<file path="src/rtl/num_pkg.sv">
// Shared definitions for num_join: FSM state encoding, nibble/byte widths
// and the width of the inter-byte gap counter.
package num_pkg;

    localparam int NIB_W     = 4;
    localparam int BYTE_W    = 8;
    localparam int GAP_CNT_W = 8;

    typedef enum logic [1:0] {
        IDLE = 2'd0,
        SEND = 2'd1,
        GAP  = 2'd2
    } state_t;

endpackage

</file>
<file path="src/rtl/gap_timer.sv">
// Down-counter that times the idle gap between two transmitted bytes.
// load presets the count; while enable is high it counts down, and done
// flags the last enabled cycle of the gap.
module gap_timer
    import num_pkg::*;
(
    input  logic                 clk,
    input  logic                 reset,
    input  logic                 load,
    input  logic [GAP_CNT_W-1:0] load_value,
    input  logic                 enable,
    output logic                 done
);

    logic [GAP_CNT_W-1:0] count;

    // Preset on load, then count down one step per enabled clock.
    // NOTE: sequential state uses non-blocking assignments so every register
    // samples the pre-edge values regardless of statement order.
    always_ff @(posedge clk or negedge reset) begin
        if (!reset) begin
            count <= '0;
        end else if (load) begin
            count <= load_value;
        end else if (enable && count != '0) begin
            count <= count - GAP_CNT_W'(1);
        end
    end

    assign done = enable && (count <= GAP_CNT_W'(1));

endmodule

</file>
<file path="src/rtl/num_join.sv">
// num_join: packs two nibbles into {m, l} and offers the byte to a UART
// transmitter with a valid/ready handshake, forcing GAP_CYCLES idle clocks
// between bytes. A one-entry pending register absorbs strobes that arrive
// while busy; the newest strobe wins and an overwrite pulses drop.
// Optional build macro NUM_JOIN_DEDUP_EN: strobes whose byte equals the last
// byte accepted by the transmitter are ignored.
module num_join
    import num_pkg::*;
#(
    parameter int unsigned GAP_CYCLES = 4
) (
    input  logic              clk,
    input  logic              reset,
    input  logic [NIB_W-1:0]  l,
    input  logic [NIB_W-1:0]  m,
    input  logic              in_valid,
    output logic [BYTE_W-1:0] tx_data,
    output logic              tx_valid,
    input  logic              tx_ready,
    output logic              busy,
    output logic              drop
);

    localparam logic [GAP_CNT_W-1:0] GAP_LOAD = GAP_CNT_W'(GAP_CYCLES);

    state_t            state;
    logic [BYTE_W-1:0] in_byte;
    logic [BYTE_W-1:0] pending;
    logic              pending_full;
    logic              take;
    logic              gap_load;
    logic              gap_done;

`ifdef NUM_JOIN_DEDUP_EN
    logic [BYTE_W-1:0] last_sent;

    // Remember the last byte the transmitter actually accepted.
    always_ff @(posedge clk or negedge reset) begin
        if (!reset) begin
            last_sent <= '0;
        end else if (state == SEND && tx_ready) begin
            last_sent <= tx_data;
        end
    end
`endif

    // Assemble the incoming byte and decide whether this strobe is honoured.
    // NOTE: every output of an always_comb gets a default up front so no
    // path can leave it unassigned and infer a latch.
    always_comb begin
        in_byte = {m, l};
        take    = in_valid;
`ifdef NUM_JOIN_DEDUP_EN
        take    = in_valid && (in_byte != last_sent);
`endif
    end

    // The gap starts on the cycle the transmitter takes the byte.
    assign gap_load = (state == SEND) && tx_ready;

    gap_timer u_gap_timer (
        .clk        (clk),
        .reset      (reset),
        .load       (gap_load),
        .load_value (GAP_LOAD),
        .enable     (state == GAP),
        .done       (gap_done)
    );

    // Handshake FSM with registered tx_data/tx_valid/busy/drop and the
    // pending register.
    always_ff @(posedge clk or negedge reset) begin
        if (!reset) begin
            state        <= IDLE;
            tx_data      <= '0;
            tx_valid     <= 1'b0;
            busy         <= 1'b0;
            drop         <= 1'b0;
            pending      <= '0;
            pending_full <= 1'b0;
        end else begin
            drop <= 1'b0;
            case (state)
                IDLE: begin
                    // A leftover pending byte (zero-gap build) goes first;
                    // a simultaneous strobe refills pending without a drop.
                    if (pending_full) begin
                        tx_data      <= pending;
                        tx_valid     <= 1'b1;
                        busy         <= 1'b1;
                        state        <= SEND;
                        pending_full <= take;
                        if (take) pending <= in_byte;
                    end else if (take) begin
                        tx_data  <= in_byte;
                        tx_valid <= 1'b1;
                        busy     <= 1'b1;
                        state    <= SEND;
                    end
                end
                SEND: begin
                    if (take) begin
                        pending      <= in_byte;
                        pending_full <= 1'b1;
                        drop         <= pending_full;
                    end
                    if (tx_ready) begin
                        tx_valid <= 1'b0;
                        if (GAP_CYCLES == 0) begin
                            state <= IDLE;
                            busy  <= 1'b0;
                        end else begin
                            state <= GAP;
                        end
                    end
                end
                GAP: begin
                    if (gap_done && pending_full) begin
                        tx_data      <= pending;
                        tx_valid     <= 1'b1;
                        state        <= SEND;
                        pending_full <= take;
                        if (take) pending <= in_byte;
                    end else begin
                        if (take) begin
                            pending      <= in_byte;
                            pending_full <= 1'b1;
                            drop         <= pending_full;
                        end
                        if (gap_done) begin
                            state <= IDLE;
                            busy  <= 1'b0;
                        end
                    end
                end
                default: begin
                    state    <= IDLE;
                    tx_valid <= 1'b0;
                    busy     <= 1'b0;
                end
            endcase
        end
    end

endmodule

</file>
<file path="config.mk">
export PLATFORM = sky130hd
export DESIGN_NAME = num_join
export DESIGN_NICKNAME = d
export VERILOG_FILES = /design/src/rtl/num_pkg.sv /design/src/rtl/gap_timer.sv /design/src/rtl/num_join.sv
export SDC_FILE = /design/constraint.sdc
export NUM_CORES = 1
export LEC_CHECK = 0
export ABC_AREA = 0
export CAP_MARGIN = 40
export CORE_MARGIN = 10
export CORE_UTILIZATION = 55
export CTS_CLUSTER_SIZE = 12
export DETAILED_ROUTE_END_ITERATION = 8
export PLACE_DENSITY = 0.87
export SLEW_MARGIN = 20
export SYNTH_ARGS = -nofsm -noshare
export SYNTH_HDL_FRONTEND = slang
export SYNTH_HIERARCHICAL = 1
export SYNTH_SLANG_ARGS = --single-unit
</file>
<file path="constraint.sdc">
create_clock -name clk -period 3 [get_ports clk]
set_clock_uncertainty 0.05 [all_clocks]
set_input_delay 0.75 -clock clk [delete_from_list [all_inputs] [get_ports clk]]
set_output_delay 0.75 -clock clk [all_outputs]
set_load 0.05 [all_outputs]
</file>
Yosys cells after proc, flatten, opt, wreduce, memory -nomap -nowiden
Index checks and enable logic that the tools add are counted.

word-level totals
  register bits after elaboration = 30
  bits of input ports = 12
  output and inout bits = 11
  logic and storage cells = 66

operators by class
  add/sub/neg operators = 1
  order comparisons = 1
  equal/unequal tests = 9
  muxes and demuxes = 30
  bitwise logic cells = 1
  reduce and logical (&&, ||, !) cells = 16

operator list
  kind                   number
  $mux W8                7
  $pmux W8 S2            2
  $mux W1                11
  $mux W2                5
  $ne A2 B2 Y1 const B   5
  $pmux W1 S3            3
  $reduce_and A3 Y1      3
  $le A8 B1 Y1 const B   1
  $reduce_bool A8 Y1     1
  $sub A8 B1 Y8 const B  1
  $ne A3 B3 Y1 const B   2
  $pmux W2 S3            1
  $reduce_bool A2 Y1     3
  $logic_and A1 B1 Y1    4
  $reduce_and A4 Y1      1
  $reduce_bool A3 Y1     1
  $eq A2 B1 Y1 const B   1
  $eq A2 B2 Y1 const B   1
  $logic_not A2 Y1       1
  $pmux W1 S2            1
  $reduce_and A2 Y1      1
  $reduce_or A2 Y1       1
  $not A1 Y1             1

Logic depth before layout (Yosys ltp)
  depth after elaboration = 5
  depth in mapped cells = 7

Hierarchy
Netlist, hierarchy kept.

by module, submodules not included
  module     times used  cells an instance  area each (um2)  sequential area each (um2)
  num_join   1           91                 1,184.9          550.5
  gap_timer  1           68                 614.3            200.2

Worst setup path before layout
No wires, ideal clock.

  kind = reg-to-reg
  start point = register state[0]
  end point = register busy
  library setup time = 119 ps
  arrival = 2,163 ps
  data required time = 2,831 ps
  slack = 668 ps
  stages on the path, launching flop included = 8
  buffers on the path = 0
  period minus slack after synthesis = 2,332 ps
  cell sequence = dfrtp_1 > inv_1 > ha_1 > nor3b_1 > o2111a_1 > nor2b_1 > or4_1 > o21a_1

between the ends
  longest elaborated chain between the ends = 5
  elaborated cells on any way between the ends = 11
  classes of those cells = 5 x eq/ne; 1 x mux; 1 x bitwise; 4 x reduce/logical

RTL lines
  element                          line             RTL
  start: declaration               num_join.sv:26   state_t state;
  start signal: assignment         num_join.sv:74   state <= IDLE;
  start signal: assignment         num_join.sv:91   state <= SEND;
  start signal: assignment         num_join.sv:98   state <= SEND;
  $eq A2 B2 Y1 (*)                 num_join.sv:66   .enable (state == GAP),
  $logic_and A1 B1 Y1 (*)          gap_timer.sv:30  assign done = enable && (count <= GAP_CNT_W'(1));
  via gap_done                     num_join.sv:32   logic gap_done;
  $logic_and A1 B1 Y1              num_join.sv:118  if (gap_done && pending_full) begin
  $ne A2 B2 Y1 (no line)           n/a
  $reduce_and A4 Y1 (no line) (*)  n/a
  end signal: assignment           num_join.sv:111  busy <= 1'b0;
  end signal: assignment           num_join.sv:132  busy <= 1'b0;
  end signal: assignment           num_join.sv:139  busy <= 1'b0;
  end: declaration                 num_join.sv:20   output logic busy,

Mark *: on every way through the listed nets, which the timed path passes. The rest lies on a longest branch.
A chain may end at the register's enable or synchronous reset.

Worst setup path in the final report
  start point = register state[0]
  end point = register state[1]

between the ends
  longest elaborated chain between the ends = 5
  elaborated cells on any way between the ends = 11
  classes of those cells = 5 x eq/ne; 2 x mux; 4 x reduce/logical

RTL lines
  element                                                            line
  $eq A2 B2 Y1 (*)                                                   num_join.sv:66
  $logic_and A1 B1 Y1 (*)                                            gap_timer.sv:30
  via gap_done                                                       num_join.sv:32
  $logic_and A1 B1 Y1                                                num_join.sv:118
  $ne A3 B3 Y1 (no line) / $mux W2 (equally long branches)           n/a
  $reduce_and A3 Y1 (no line) / $pmux W2 S3 (equally long branches)  n/a

Marks and branches as above.

==> results.toml <==
[final_layout]
area_growth_pct = 20.10
drive_above_1_share_pct = 21.24
nNetsFinal = 213
instances_no_fill = 237
fill_cells = 246
fin_util_pct = 69.64
diodes = 0

[floorplanning]
start_util_pct = 57.98
num_rows = 20
dieWidth_um = 77.20
io_pins = 23
fp.dieH_um = 77.20
die-area_um2 = 5959
coreArea_um2 = 3103

[timing]
worst_pin_slew_ns = 0.7866
setup_viol = 0
min_period_over_period_pct = 83.18
slew_viol_final = 0
hold_viol = 0
period_needed_ns = 2.495
whs_ns = 0.4676
rsz0062_at_grt = "false"
max_freq_mhz = 400.7
relSlewSlack_pct = 47.56
setup_tns_ns = 0

[synthesis]
ys_types = 50
synthTopCellsByCount = "dfrtp_1, mux2_2, ha_1, mux2_4, nor2b_1"
ys_ff_latch = 30
ys_seq_area_share_pct = 41.72
ys.flop_type = "dfrtp_1"
netlist_area_um2 = 1799
yosysTopAreaCell = "dfrtp_1"
netlist_instances = 159
yosys-top-cells-area = "dfrtp_1, mux2_2, mux2_4, ha_1, nor2b_1"
synthArstFlopShare_pct = 100.0
synth_top_area_share_pct = 41.72
synth_edf_count = 0
synth_most_common_cell = "dfrtp_1"
ys_warn_count = 6
synth_area_per_cell_um2 = 11.32

[cts]
cts_setup_buffers = 0
clk_path_buf_depth = 2
clock_latency_ns = 0.33
root_buffer = "clkbuf_4"
cts.sinks = 30
cts_resized = 0
cts_tree = "built"
cts_buffers = 5
ctsHoldBuffers = 0
htreeDepth = 2
clk_pin_slew_ns = 0.11

[drt]
dr_wl_met2_mm = 2.049
drt_pass1_iterations = 4
wl_met1_mm = 1.700
vias = 1359
wl_mm = 3.950
viasPerCell = 5.734
drc_errors = 0
dr_wl_met3_um = 146
ant_nets = 0
highest_layer = "met4"
initialDrtViolationCount = 103
wl_per_cell_um = 16.67

[setup_path]
cp_max_fo = 6
cp_num_buf_inv = 1
critical_path_class = "reg -> reg"
cp.required_ns = 3.18
cp.arrival_ns = 2.67
slowest_stage = "nor3b_1"
max_stage_delay_ns = 0.45
path_cells = "inv_1 > ha_1 > nor3b_1 > o2111a_1 > nor2b_1 > a211oi_2 > mux2_2"
crit_path_end_kind = "flop"
cp-start-kind = "flop"
crit_family = "compound AO/OA/AOI/OAI gates"

[pwr]
p_clk_share_pct = 13.0
cellPowerDensity_nw_per_um2 = 1150
internal_power_w = 0.001423
p_comb_share_pct = 55.8
total_power_w = 0.002486
p_sw_share_pct = 42.75
power_leakage_nw = 0.9291
peakVddDrop_mv = 0.6517
power_switching_w = 0.001063
power_frac_seq_pct = 31.2

[status]
status = "complete, no violations"

[global_route]
track_usage_pct = 13.31
grt.overflow.total = 0
grt_pass1_wl_mm = 6.644
antenna_found_initial = 0
grt_pass1_vias = 1418
grt_max_degree = 31

[hold_path]
hold_class = "reg -> reg"

[placement]
dp_hpwl_mm = 2.934
port_buffers = 22
placedCellCount = 229
place_congestion = 0.8246

[flow_run]
drv_cap = 0
logic make-up (layout without fill, tap and decap cells):
kind of cell | Yosys count | after routing | share of synthesized area, %
AO/OA/AOI/OAI | 34 | 34 | 14.05
adder cells (fa/ha/maj) | 9 | 9 | 6.259
buffers and inverters | 11 | 39 | 3.060
flip-flops | 30 | 30 | 41.72
multiplexers | 27 | 27 | 18.71
other | 2 | 8 | 0.4174
AND/OR/NAND/NOR | 46 | 46 | 15.79
state kept, by name (all words and copies together) (netlist names):
signal,cells
drop,1
state,2
busy,1
pending_full,1
pending,8
u_gap_timer/count,8
tx_valid,1
tx_data,8
worst register-to-register path: stages, from the launching register on:
cell and delay (ns):
dfrtp_1 0.43, inv_1 0.14, ha_1 0.21, nor3b_1 0.45, o2111a_1 0.38, nor2b_1 0.12, a211oi_2 0.24, mux2_2 0.37
power groups by stage:
| stage | logic (W) | clock network (W) | registers [W] |
|---|---|---|---|
| 2_1_floorplan | 0.000826 | 0 | 0.000977 |
| 3_3_place_gp | 0.00133 | 0 | 0.000756 |
| 3_5_place_dp | 0.00138 | 0 | 0.000784 |
| 4_1_cts | 0.00139 | 0.000325 | 0.000774 |
| 5_1_grt | 0.00149 | 0.000345 | 0.000803 |
| 6_report | 0.00139 | 0.000323 | 0.000775 |
final timing paths:
path / startpoint / end / slack, ns / depth (start not counted)
setup reg to reg: state[0] / state[1] / 0.50 / 7
setup / recovery: state[0] / state[1] / 0.50 / 7
hold reg to reg: tx_data[6] / tx_data[6] / 0.47 / 1
hold / removal: tx_data[6] / tx_data[6] / 0.47 / 1
max in group asynchronous: reset / u_gap_timer/count[7] / 1.87 / 2
min in group asynchronous: reset / drop / 0.74 / 2
per-layer routing:
layer | up-vias | track usage, %
met5 | - | 0
met2 | 32 | 23.24
li1 | 649 | -
met1 | 672 | 14.68
met4 | 0 | 4.927
met3 | 6 | 4.196
metrics by stage:
stage	area (um^2)	worst slack, ns
6_report	2161	0.5045
5_1_grt	2161	0.3144
4_1_cts	2161	0.5164
3_3_place_gp	2083	0.6444
3_5_place_dp	2083	0.5342
2_1_floorplan	1822	0.6683
cell type report:
cell class                 count  area (um^2)  area share, %
clock buffer                   5        37.54          1.737
clock inverter                 3        40.04          1.853
inverter                       7        26.28          1.216
multi-input combinational    124         1016          47.02
sequential                    30        750.7          34.74
tap                           44        55.05          2.548
timing repair buffer          24        235.2          10.89
layout by cell type, fill, tap and decap left out, drive strengths merged, types with 3 or more instances in the layout:
master / count
o21ai: 7
conb: 8
mux2: 26
nand2b: 3
nor3b: 3
a21oi: 6
inv: 7
nand2: 6
nand3: 3
clkbuf: 5
o211ai: 3
clkdlybuf4s50: 22
o21a: 3
dfrtp: 30
nor2: 8
ha: 9
nor2b: 8
(Power assumes the default switching activity.)
